$ cat src/rtl/counter_pkg.sv
// Shared counter definitions.
// Holds the FSM state encoding used by the down counter and the default
// counter width shared with the 4-bit up counter.
package counter_pkg;

  localparam int unsigned CNT_W_DEFAULT = 4;

  typedef enum logic [1:0] {
    ST_IDLE = 2'b00,
    ST_RUN  = 2'b01,
    ST_DONE = 2'b10
  } state_t;

endpackage

$ cat src/rtl/sync_down_counter_if.sv
// Control/status bundle for sync_down_counter.
// Signals:
//   load        single-cycle request to capture load_val and (re)start
//   load_val    start/reload value, unsigned, WIDTH bits
//   en          count enable
//   auto_reload 1 = periodic, 0 = one-shot
//   count       registered counter value
//   tc          registered one-cycle terminal-count pulse
//   busy        counter is running
//   done        one-shot has expired
// Modports: master drives the controls, slave is the counter itself.
interface sync_down_counter_if
  import counter_pkg::*;
#(
  parameter int unsigned WIDTH = CNT_W_DEFAULT
);

  logic             load;
  logic [WIDTH-1:0] load_val;
  logic             en;
  logic             auto_reload;
  logic [WIDTH-1:0] count;
  logic             tc;
  logic             busy;
  logic             done;

  modport master (
    output load, load_val, en, auto_reload,
    input  count, tc, busy, done
  );

  modport slave (
    input  load, load_val, en, auto_reload,
    output count, tc, busy, done
  );

endinterface

$ cat src/rtl/sync_down_counter.sv
// Loadable synchronous down counter with terminal-count pulse.
// Counts from a loaded value down to zero while enabled, then either stops
// in DONE (one-shot) or reloads and keeps running (periodic).
// Ports:
//   clk  rising-edge clock
//   rst  asynchronous active-low reset
//   bus  slave side of sync_down_counter_if (load, load_val, en,
//        auto_reload in; count, tc, busy, done out)
module sync_down_counter
  import counter_pkg::*;
#(
  parameter int unsigned WIDTH = CNT_W_DEFAULT
) (
  input logic                clk,
  input logic                rst,
  sync_down_counter_if.slave bus
);

  state_t           state_q, state_n;
  logic [WIDTH-1:0] count_q, count_n;
  logic [WIDTH-1:0] reload_q, reload_n;
  logic             tc_q, tc_n;
  logic             busy, done;

  // State register: every piece of state shares the async reset.
  always_ff @(posedge clk or negedge rst) begin
    if (!rst) begin
      state_q  <= ST_IDLE;
      count_q  <= '0;
      reload_q <= '0;
      tc_q     <= 1'b0;
    end else begin
      state_q  <= state_n;
      count_q  <= count_n;
      reload_q <= reload_n;
      tc_q     <= tc_n;
    end
  end

  // Next-state / next-count. Load outranks the terminal event, which
  // outranks a plain decrement; en is ignored on the load cycle.
  always_comb begin
    state_n  = state_q;
    count_n  = count_q;
    reload_n = reload_q;
    tc_n     = 1'b0;
    if (bus.load) begin
      count_n  = bus.load_val;
      reload_n = bus.load_val;
      state_n  = (bus.load_val != '0) ? ST_RUN : ST_DONE;
    end else begin
      case (state_q)
        ST_IDLE, ST_DONE: ;
        ST_RUN: begin
          if (bus.en) begin
            if (count_q == WIDTH'(1)) begin
              tc_n = 1'b1;
              if (bus.auto_reload) begin
                count_n = reload_q;
              end else begin
                count_n = '0;
                state_n = ST_DONE;
              end
            end else begin
              count_n = count_q - WIDTH'(1);
            end
          end
        end
        default: begin
          state_n = ST_IDLE;
          count_n = '0;
        end
      endcase
    end
  end

  // Status decoded from the registered state only.
  always_comb begin
    busy = 1'b0;
    done = 1'b0;
    case (state_q)
      ST_RUN:  busy = 1'b1;
      ST_DONE: done = 1'b1;
      default: ;
    endcase
  end

  assign bus.count = count_q;
  assign bus.tc    = tc_q;
  assign bus.busy  = busy;
  assign bus.done  = done;

endmodule

$ cat src/flat_wrapper.sv
// flat-port wrapper written by rule: the top's interface ports become plain ports
module sync_down_counter_flat import counter_pkg::*;
#(
  parameter int unsigned WIDTH = CNT_W_DEFAULT
)
  (clk, rst, bus_load, bus_load_val, bus_en, bus_auto_reload, bus_count, bus_tc, bus_busy, bus_done);
  sync_down_counter_if #(.WIDTH(WIDTH)) bus_i ();
  input logic clk;
  input logic rst;
  input wire logic [$bits(bus_i.load)-1:0] bus_load;
  input wire logic [$bits(bus_i.load_val)-1:0] bus_load_val;
  input wire logic [$bits(bus_i.en)-1:0] bus_en;
  input wire logic [$bits(bus_i.auto_reload)-1:0] bus_auto_reload;
  output wire logic [$bits(bus_i.count)-1:0] bus_count;
  output wire logic [$bits(bus_i.tc)-1:0] bus_tc;
  output wire logic [$bits(bus_i.busy)-1:0] bus_busy;
  output wire logic [$bits(bus_i.done)-1:0] bus_done;
  assign bus_i.load = bus_load;
  assign bus_i.load_val = bus_load_val;
  assign bus_i.en = bus_en;
  assign bus_i.auto_reload = bus_auto_reload;
  assign bus_count = bus_i.count;
  assign bus_tc = bus_i.tc;
  assign bus_busy = bus_i.busy;
  assign bus_done = bus_i.done;
  sync_down_counter #(.WIDTH(WIDTH)) u_core (.clk(clk), .rst(rst), .bus(bus_i));
endmodule
$ cat config.mk
export PLATFORM = sky130hd
export DESIGN_NAME = sync_down_counter_flat
export DESIGN_NICKNAME = d
export VERILOG_FILES = /design/src/rtl/counter_pkg.sv /design/src/rtl/sync_down_counter_if.sv /design/src/rtl/sync_down_counter.sv /design/src/flat_wrapper.sv
export SDC_FILE = /design/constraint.sdc
export NUM_CORES = 1
export LEC_CHECK = 0
export BUFFER_PORTS_ARGS = -buffer_cell sky130_fd_sc_hd__buf_2
export CAP_MARGIN = 20
export CORE_UTILIZATION = 40
export CTS_CLUSTER_DIAMETER = 200
export DETAILED_ROUTE_END_ITERATION = 6
export SLEW_MARGIN = 20
export SYNTH_ARGS = -nofsm -noshare
export SYNTH_HDL_FRONTEND = slang
export SYNTH_SLANG_ARGS = --single-unit
export TNS_END_PERCENT = 50
$ cat constraint.sdc
create_clock -name clk -period 1.9 [get_ports clk]
set_clock_uncertainty 0.1 [all_clocks]
set_input_delay 0 -clock clk [delete_from_list [all_inputs] [get_ports clk]]
set_output_delay 0 -clock clk [all_outputs]
set_load 0.1 [all_outputs]
Yosys cells after proc, flatten, opt, wreduce, memory -nomap -nowiden
Index checks and enable logic that the tools add are counted.

operators by class
  add/subtract/negate cells = 1
  multipliers = 0
  divide/modulo/power cells = 0
  magnitude comparators = 0
  eq/ne operators = 7
  shift-type cells = 0
  mux-type cells = 17
  bitwise operators = 0
  reductions and logical operators = 5

operators by type and width
  operator                                                                 number
  4-bit 2-to-1 mux                                                         4
  2-bit 2-to-1 mux                                                         5
  4-bit one-hot mux with 2 select lines                                    1
  1-bit 2-to-1 mux                                                         6
  3-bit inequality test, second input constant                             2
  4-bit by 1-bit == test with 1-bit output, second input constant          1
  2-bit one-hot mux with 2 select lines                                    1
  4-bit AND reduction                                                      1
  4-bit nonzero test                                                       1
  4-bit by 1-bit subtractor with 4-bit output, second input constant       1
  3-bit by 2-bit inequality test with 1-bit output, second input constant  1
  2-bit by 1-bit == test with 1-bit output, second input constant          1
  2-bit == test, second input constant                                     1
  2-bit zero test                                                          1
  2-bit inequality test, second input constant                             1
  2-bit AND reduction                                                      1
  2-bit OR reduction                                                       1

word-level totals
  bits in registers = 11
  bits in latches = 0
  bits in writable memories = 0
  ROM bits = 0
  bits of input ports = 9
  output and inout port bits = 7
  logic and storage cells = 34
  memories kept = 0

Longest topological paths before layout
  word-level depth = 5
  depth in mapped cells = 5
  mapped depth without buffers = 5

Worst setup path before layout
OpenSTA, ideal clock, no wires.

  kind = register to register
  from = register u_core.state_q[1]
  to = register u_core.state_q[1]
  setup time = 0.071 ns
  arrival = 2.220 ns
  data required time = 1.729 ns
  slack = -0.491 ns
  stages on the path, launching flop included = 4
  buffers on the path = 0
  clock period less this slack = 2.391 ns
  cells stage by stage = dfrtp_1 nor2b_1 and4b_1 o31a_1

between the ends
  cells in the longest elaborated chain, start to end = 4
  elaborated cells between the ends (all ways) = 11
  classes of those cells = eq/ne: 6; mux: 2; reduce/logical: 3

ends and longest elaborated chain
  item                                                                                      RTL line                 source
  start, declared                                                                           sync_down_counter.sv:19  state_t state_q, state_n;
  start signal, assigned                                                                    sync_down_counter.sv:33  state_q <= state_n;
  2-bit == test or 2-bit zero test (tied branches)                                          sync_down_counter.sv:52  case (state_q)
  2-bit OR reduction                                                                        sync_down_counter.sv:52
  2-bit inequality test (no line) or 2-bit one-hot mux with 2 select lines (tied branches)  --
  4-bit AND reduction (no line) or 2-bit 2-to-1 mux (tied branches)                         --

Several ways; a longest one is shown, not always the timed one.
A chain may end at the register's enable or synchronous reset.

Worst setup path in the final report
  from = register u_core.count_q[1], in the netlist u_core.bus.count[1]
  to = register u_core.count_q[2], in the netlist u_core.bus.count[2]

between the ends
  cells in the longest elaborated chain, start to end = 5
  elaborated cells between the ends (all ways) = 6
  classes of those cells = add/sub: 1; eq/ne: 1; mux: 4

ends and longest elaborated chain
  item                                                                                                     RTL line                                          source
  start, declared                                                                                          sync_down_counter.sv:20                           logic [WIDTH-1:0] count_q, count_n;
  start signal, assigned                                                                                   sync_down_counter.sv:34                           count_q <= count_n;
  4-bit by 1-bit subtractor with 4-bit output or 4-bit by 1-bit == test with 1-bit output (tied branches)  sync_down_counter.sv:65, sync_down_counter.sv:56
  4-bit 2-to-1 mux *                                                                                       sync_down_counter.sv:56                           if (count_q == WIDTH'(1)) begin
  4-bit 2-to-1 mux *                                                                                       sync_down_counter.sv:55                           if (bus.en) begin
  4-bit one-hot mux with 2 select lines *                                                                  sync_down_counter.sv:52
  4-bit 2-to-1 mux *                                                                                       sync_down_counter.sv:47                           if (bus.load) begin

Every way passes the cells marked *; elsewhere a longest branch is shown, timed or not. The select of a mux whose other input is x is not followed.

==> metrics.md <==
| Metric | Value |
|---|---|
| CTS clock-pin slew for the worst setup and hold paths | 0.07 ns |
| Die height | 42.3 um |
| Routed vias/inst | 5.26 |
| Die W | 42.3 um |
| Proportion of synthesized area in mux cells | between 3 and 4% |
| PortBufs | 15 |
| Post-synth EDFFs | 0 |
| Worst slew margin | approximately 68% |
| Largest family of logic cells by synthesized area | simple AND/OR/NAND/NOR gates |
| Hold WS | 0.0313 ns |
| Cells after synthesis | 60 |
| Largest net degree at the start of global routing | 12 |
| DR vias | 531 |
| Gpl congestion | 0.775 |
| DR pass1 iterations | 4 |
| Reg-to-Reg End | u_core.bus.count[2]$_DFFE_PN0P_ |
| Core area | 0.00151 mm2 |
| CP max stage cell | dfrtp_2 |
| Critical Path Stages | 5 |
| Synth Area in Adders | 3.85% |
| # DRC | 0 |
| Crit path launch | u_core.bus.count[1]$_DFFE_PN0P_ |
| Netlist cell types | 29 |
| CP Buf/Inv Count | 1 |
| Die ar. | between 0.0015 and 0.002 mm2 |
| Synth async-reset ratio | 100% |
| Global route total overflow | 0 |
| Cell accounting for the most synthesized area | dfrtp_1 |
| Synth Area in Compound Gates | 21.3% |
| Vias in the first global route | 488 |
| Register-to-Register Path Depth | 5 |
| Post_cts resized | 0 |
| Total CTS buffers | 3 |
| Clk sinks | 11 |
| Share of the synthesized area in the top cell type | 42.3% |
| CP Data Arrival Time | around 1.7 ns |
| Simple-Gate Fraction of Synth Area | between 20% and 30% |
| WS Path Type | flip-flop to flip-flop |
| Syn. warnings | 0 |
| Max Root-Sink Buffers | 2 |
| WP data required | 1.94 ns |
| Worst-path fanout max | 6 |
| Number of diodes | 0 |
| Synthesized cell area | ~650 um2 |
| Layout cells sized above 1 | 32.9% |
| R2r setup slk | 0.24 ns |
| GRT Overall Usage | between 10% and 20% |
| RSZ-0062 raised after global routing | false |
| R2R Path Start | u_core.bus.count[1]$_DFFE_PN0P_ |
| First-pass GRT wire length | roughly 2.3 mm |
| DRT iter0 DRCs | 8 |
| Sw Share | 40.0% |
| TritonCTS clock tree | done |
| Hold Violations, Final | 0 |
| Sequential share of power | 41.4% |
| Post-DRT Antenna Nets | 0 |
| Post-place setup slack | 0.220 ns |
| Tightest Hold Check Type | input port to asynchronous set/reset pin |
| Slew @ Worst Pin | 0.484 ns |
| Startpoint Class | flip-flop |
| Slack of the critical path | approximately 0.24 ns |
| Combinational share of power | about 35% |
| Most frequent cells after synthesis | dfrtp_1, and2_1, inv_1 |
| Clock power share | 23.2% |
| Count leader, synth | dfrtp_1 |
| Endpoints failing setup | 0 |
| Synth Area in XOR/XNOR | 0% |
| Std-Cell Rows | 14 |
| Minimum clock period | 1.66 ns |
| Dpl hpwl | 985 um |
| Finished layout cell area | about 840 um2 |
| Clock latency on the worst-skew pair | roughly 0.27 ns |
| Net Sw Power | 0.000277 W |
| Ys flop type | dfrtp_1 |
| WL/cell | 13.2 um |
| Mean Syn Cell Area | 10.8 um2 |
| CP cell instances | inv_1, ha_1, or3b_1, o21ai_2, o311ai_2 |
| Crit-path max cell delay | 0.43 ns |
| Max Clock Freq | between 0.6 and 0.7 GHz |
| Fin util | around 56% |
| Post-Place Cell Area | around 740 um2 |
| Sequential share of the synthesized area | 42.3% |
| Power per cell area | 826 mW/mm2 |
| Max Cap Viol | 0 |
| Yosys reg bits | 11 |
| Critical path's top delay family | flip-flops |
| Routed WL | 1.33 mm |
| Leakage | 0.399 nW |
| Worst Setup EP | u_core.bus.count[2]$_DFFE_PN0P_ |
| P_int | 0.000416 W |
| Syn nets | 71 |
| Status | finished clean |
| Maximum vdd ir drop | ~0.43 mV |
| Starting density of the core | 43.2% |
| Root buf cell | clkbuf_4 |
| Top post-synthesis cells by area | dfrtp_1, and2_1, ha_1 |
| # IOs | 16 |
| Final nets | 97 |
| Final Max Slew Viols | 0 |
| Number of H-tree levels | 1 |
| Layout overhead on the synthesized area | 28.8% |
| Pwr Total | 0.000692 W |
| Initial antenna violation count | 0 |
| CP endpoint kind | flip-flop |
| Final period util | roughly 87% |
## power groups by stage
stage / clock network (W) / logic, W / registers (W)
4_1_cts: 0.000172 / 0.000247 / 0.000287
3_3_place_gp: 0 / 0.000234 / 0.000290
5_1_grt: 0.000178 / 0.000263 / 0.000291
2_1_floorplan: 0 / 0.000113 / 0.000363
6_report: 0.000160 / 0.000245 / 0.000287
3_5_place_dp: 0 / 0.000236 / 0.000291
## worst min path at each step
| stage | from | endpoint | cells after the start |
|---|---|---|---|
| after floorplan | rst | u_core.bus.count[0]$_DFFE_PN0P_ | 0 |
| after global placement | rst | u_core.bus.tc$_DFF_PN0_ | 1 |
| after detailed placement | rst | u_core.bus.tc$_DFF_PN0_ | 1 |
| after CTS | rst | u_core.bus.count[3]$_DFFE_PN0P_ | 2 |
| after global routing | rst | u_core.bus.count[3]$_DFFE_PN0P_ | 2 |
| final | rst | u_core.bus.count[3]$_DFFE_PN0P_ | 2 |
## stage by stage
stage,std cells,setup TNS [ns]
after floorplan,60,-0.0152
after global placement,90,0
after detailed placement,90,0
after CTS,101,0
after global routing,101,0
final,101,0
## logic make-up after synthesis
logic type,count (synthesis)
adders and majority gates,2
buffers and inverters,7
AOI/OAI and AO/OA,17
DFF,11
and+or+nand+nor,21
muxes,2
## layout make-up
class	instances	area (um2)
Fill cell	135	668
Inverter	6	22.5
Tap cell	16	20.0
Clock buffer	4	26.3
Sequential cell	11	278
Timing Repair Buffer	22	145
Multi-Input combinational cell	42	347
## worst register-to-register path: cells and delay by family, from the launching register on
family	cells	cell delay [ns]
buf+inv	1	0.08
compound gates	2	0.29
simple gates	1	0.40
fa+ha+maj	1	0.23
flops	1	0.43
## layout by cell type (no fill, tap or decap), drive strengths merged, types with 3 or more instances in the layout
master | synthesis | layout
dfrtp | 11 | 11
o21ai | 3 | 3
nand2 | 3 | 3
a21o | 3 | 3
dlygate4sd3 | 0 | 7
buf | 1 | 15
and2 | 6 | 6
clkbuf | 0 | 4
inv | 6 | 6
## sequential cells by signal, indices dropped and copies added (netlist names)
name	flops
u_core.state_q	2
u_core.bus.tc	1
u_core.bus.count	4
u_core.reload_q	4
## per-layer routing
layer	vias up	global-route usage [%]	wire length [um]	share of wire (%)
met2	12	24.0	595	45
met4	0	11.3	9	0.68
met3	2	2.59	47	3.5
met5	-	0	0	0
met1	245	25.5	680	51
li1	272	-	-	-
## repair_timing
action / in CTS / in global routing
hold buffers: 7 / 0
endpoints found under the hold margin: 19 / 0
setup buffers: 0 / 0
Power figures use the tool's default switching activity.
